==> config.mk <==
export PLATFORM = sky130hd
export DESIGN_NAME = pes_piso_arb
export DESIGN_NICKNAME = d
export VERILOG_FILES = /design/src/rtl/pes_piso_arb.sv
export SDC_FILE = /design/constraint.sdc
export NUM_CORES = 1
export LEC_CHECK = 0
export CORE_MARGIN = 2
export CORE_UTILIZATION = 36
export DETAILED_ROUTE_END_ITERATION = 6
export GPL_TIMING_DRIVEN = 1
export PLACE_DENSITY_LB_ADDON = 0.12
export SLEW_MARGIN = 40
export SYNTH_ARGS = -nofsm -noshare
export SYNTH_HDL_FRONTEND = slang
export SYNTH_SLANG_ARGS = --single-unit
==> constraint.sdc <==
create_clock -name clk -period 2.38 [get_ports clk]
set_input_delay 0.476 -clock clk [delete_from_list [all_inputs] [get_ports clk]]
set_output_delay 0.476 -clock clk [all_outputs]
set_load 0.005 [all_outputs]
==> src/rtl/pes_piso_arb.sv <==
// Round-robin scheduler that shares one LSB-first PISO serializer between NREQ requesters.
// It drives the PISO load strobe and word, and frames the serial stream with registered qualifiers.
module pes_piso_arb #(
    parameter int NREQ  = 4,
    parameter int WIDTH = 4
) (
    input  logic                      clk,
    input  logic                      rst,
    input  logic [NREQ-1:0]           req,
    input  logic [NREQ*WIDTH-1:0]     req_data,
    output logic [NREQ-1:0]           ack,
    output logic                      piso_load,
    output logic [WIDTH-1:0]          piso_data,
    output logic                      frame_valid,
    output logic                      frame_first,
    output logic                      frame_last,
    output logic [$clog2(NREQ)-1:0]   frame_src,
    output logic                      busy
);

    localparam int SRC_W = $clog2(NREQ);
    localparam int CNT_W = $clog2(WIDTH);

    localparam logic [0:0] ST_IDLE  = 1'b0;
    localparam logic [0:0] ST_SHIFT = 1'b1;

    localparam logic [CNT_W-1:0] CNT_LAST = CNT_W'(WIDTH - 1);

    logic [0:0]       state;
    logic [CNT_W-1:0] cnt;
    logic [SRC_W-1:0] cur_src;
    logic [SRC_W-1:0] ptr;

    logic             found;
    logic [SRC_W-1:0] winner;
    logic [SRC_W-1:0] winner_next;
    logic             arb_slot;
    logic             grant;

    // Search starts at ptr and wraps modulo NREQ, so the last winner is checked last.
    always_comb begin
        int idx;
        idx    = 0;
        found  = 1'b0;
        winner = '0;
        for (int k = 0; k < NREQ; k++) begin
            idx = int'(ptr) + k;
            if (idx >= NREQ) begin
                idx = idx - NREQ;
            end
            if (!found && req[SRC_W'(idx)]) begin
                found  = 1'b1;
                winner = SRC_W'(idx);
            end
        end
    end

    assign winner_next = (winner == SRC_W'(NREQ - 1)) ? '0 : winner + 1'b1;

    // Arbitrate while idle or on the last bit, so the next word loads on the edge shifting out that bit.
    assign arb_slot = (state == ST_IDLE) || (cnt == CNT_LAST);
    assign grant    = arb_slot && found && !rst;

    always_comb begin
        ack       = '0;
        piso_data = '0;
        piso_load = 1'b1;
        if (grant) begin
            ack       = NREQ'(1) << winner;
            piso_data = req_data[winner*WIDTH +: WIDTH];
            piso_load = 1'b0;
        end
    end

    always_ff @(posedge clk) begin
        if (rst) begin
            state   <= ST_IDLE;
            cnt     <= '0;
            cur_src <= '0;
            ptr     <= '0;
        end else begin
            case (state)
                ST_IDLE: begin
                    if (grant) begin
                        state   <= ST_SHIFT;
                        cnt     <= '0;
                        cur_src <= winner;
                        ptr     <= winner_next;
                    end
                end
                ST_SHIFT: begin
                    if (cnt != CNT_LAST) begin
                        cnt <= cnt + 1'b1;
                    end else if (grant) begin
                        cnt     <= '0;
                        cur_src <= winner;
                        ptr     <= winner_next;
                    end else begin
                        state <= ST_IDLE;
                        cnt   <= '0;
                    end
                end
                default: begin
                    state <= ST_IDLE;
                    cnt   <= '0;
                end
            endcase
        end
    end

    // Qualifiers decode only registered state so they line up cleanly with the PISO output bit.
    assign frame_valid = (state == ST_SHIFT);
    assign frame_first = frame_valid && (cnt == '0);
    assign frame_last  = frame_valid && (cnt == CNT_LAST);
    assign frame_src   = frame_valid ? cur_src : '0;
    assign busy        = frame_valid;

endmodule

==> metrics.md <==
| Metric | Value |
|---|---|
| Status | completed |
| Port Buffers | 36 |
| First-pass DRT Iterations | 4 |
| Leak | 0.571 nW |
| Diodes inserted | 0 |
| Fraction of layout cells with a size suffix above 1 | 0.403 |
| Reg-to-reg startpoint | ptr[1] |
| Die area | 2060 um2 |
| Worst Tran Pin Value | 0.277 ns |
| Clock skew | 0.00241 ns |
| Initial antenna violation count | 0 |
| Inserted Clock Buffers | 3 |
| Count of cell types in the netlist | 31 |
| # fillers | 115 |
| Slew HR | 0.815 |
| First-pass GRT wire length | 3510 um |
| Tmin final | 2.36 ns |
| WP buf/inv | 4 |
| Synth top area share | 0.228 |
| YS warnings | 0 |
| Post-DP Area | 1150 um2 |
| CTS sink count | 7 |
| Hold_buf cts | 0 |
| Register bit count reported by yosys | 7 |
| Fin. Hold Viols | 0 |
| DP Worst Slack | -0.720 ns |
| Placed cells | 148 |
| Post-Layout Cell Count | 155 |
| Hold slack | 0.458 ns |
| Vias/cell | 5.14 |
| Syn avg cell area | 8.10 um2 |
| Final WS setup | 0.0235 ns |
| Crit path from | req[0] |
| Synth Instances | 76 |
| Layout area overhead | 106% |
| Vias | 797 |
| Syn_nets | 101 |
| Core Box Area | 1560 um2 |
| Final period util | 0.990 |
| Hold path start | cur_src[0] |
| Num ports | 37 |
| CP max FO | 6 |
| VDD IR-drop max | 0.392 mV |
| CTS root buffer | clkbuf_4 |
| Nets | 165 |
| Post-DR wirelength/cell | 14.8 um |
| Synthesized area | 616 um2 |
| Routed WL | 2290 um |
| Residual DRC | 0 |
| Fin area | 1270 um2 |
| Clk_lat worst skew | 0.26 ns |
| Synth area leaders | dfxtp_1, mux2i_1, ha_1 |
| Placer Congestion | 0.751 |
| CP required | 1.90 ns |
| Dpl hpwl | 1660 um |
| GRT Total Usage | 0.247 |
| Pwr dens | 442 nW/um2 |
| # rows | 14 |
| Final setup violation count | 0 |
| Number of buffers on the longest clock path | 2 |
| Worst path slowest cell | a21boi_1 |
| Post-synthesis sequential area ratio | 0.228 |
| Depth of the CTS H-tree | 1 |
| Endpoint class of the critical path | output port |
| Nature of the critical path startpoint | input port |
| Yosys top cell by area | dfxtp_1 |
| Worst path max stage delay | 0.26 ns |
| Fmax | 424 MHz |
| Crit-path cells | buf_2 -> buf_4 -> a21boi_1 -> o221ai_4 -> buf_12 -> a32oi_1 -> o22ai_2 -> clkdlybuf4s15_2 |
| Max cap viols | 0 |
| Initial Utilization | 0.395 |
| Chip height | 45.4 um |
| Vias in the first global route | 822 |
| Grt total ovfl | 0 |
| CTS tree | built |
| Top delay family on crit path | compound AO/OA/AOI/OAI gates |
| Worst endpoint data arrival time | 1.88 ns |
| Hold Crit Class | flop to flop |
| Post-layout util | 0.814 |
| Most frequent cells in the layout | clkdlybuf4s50_1, buf_4, nand2_1 |
| Setup_tns | 0 ns |
| Power, Total | 0.561 mW |
| Largest net degree at the start of global routing | 9 |
| Crit Path Category | input port to output port |
| Violation count after the first detailed-route iteration | 9 |
| Die X | 45.4 um |
| Clock-pin slew on the worst setup and hold paths | 0.05 ns |
| Max-slew violations | 0 |
| Unrepaired setup endpoints after global routing | true |
| Post-DRT Antenna Nets | 0 |
==> cell usage after synthesis <==
cell	count
buf_4	1
dfxtp_1	7
or3b_1	1
nand3_1	3
o22ai_1	2
a311oi_1	1
mux2i_1	6
a21oi_2	1
nand2b_1	2
ha_1	3
o21ai_1	1
o21a_1	1
nor3_1	1
nand2_1	7
buf_6	1
nor2b_1	2
nor4_2	1
nor3_4	1
inv_1	7
a32oi_1	3
nor2_1	6
and2_1	5
inv_2	1
or3_1	1
o22ai_2	2
a31oi_1	1
a21o_1	1
a32o_1	1
o221ai_2	1
a21boi_1	1
a21oi_1	4
==> logic make-up (layout without fill, tap and decap cells) <==
logic type / count (synthesis) / count (layout) / share of synthesized area
compound gates: 20 / 20 / 0.260
flops: 7 / 7 / 0.228
simple gates: 30 / 30 / 0.274
fa+ha+maj: 3 / 3 / 0.0610
buf+inv: 10 / 73 / 0.0793
mux: 6 / 6 / 0.0976
==> path summary, 6_finish.rpt <==
kind,end,slack [ns],cells after the start
worst max-delay path,piso_data[2],0.02,8
worst min-delay path,cur_src[0],0.46,2
worst max register to register,ptr[0],0.74,7
worst min register to register,cur_src[0],0.46,2
==> what timing repair did <==
item / CTS / global route
resized for setup: 49 / 5
setup buffers: 3 / 0
pin swaps: 5 / 1
endpoints found under the setup margin: 9 / 7
==> worst register-to-register path: cells and delay by family, from the launching register on <==
family | cells | cell delay (ns)
adders and majority gates | 1 | 0.21
DFF | 1 | 0.40
and+or+nand+nor | 3 | 0.33
AOI/OAI and AO/OA | 2 | 0.51
buffers and inverters | 1 | 0.13
==> routing by layer <==
layer | wire (um) | GRT usage
met1 | 965 | 0.253
met2 | 1130 | 0.434
met3 | 133 | 0.0960
met4 | 55 | 0.118
met5 | 0 | 0
==> where the power goes <==
| part | leakage, nW | switching, mW | total (mW) | internal [mW] |
|---|---|---|---|---|
| clock network | 0.0150 | 0.0502 | 0.115 | 0.0644 |
| registers | 0.0580 | 0.0136 | 0.143 | 0.129 |
| logic | 0.498 | 0.129 | 0.303 | 0.174 |
| total | 0.571 | 0.193 | 0.561 | 0.368 |
==> final cells by class <==
cell class,instances,area [um2],area share
Inverter,8,30.0,0.0237
Sequential cell,7,141,0.111
Timing Repair Buffer,61,532,0.419
Tap cell,16,20.0,0.0158
Clock buffer,4,26.3,0.0207
Multi-Input combinational cell,59,519,0.409
==> registers in the layout (all words and copies together) (netlist names) <==
name / cells
busy: 1
cur_src: 2
cnt: 2
ptr: 2
Note: power is estimated with default switching activity, not from simulation.
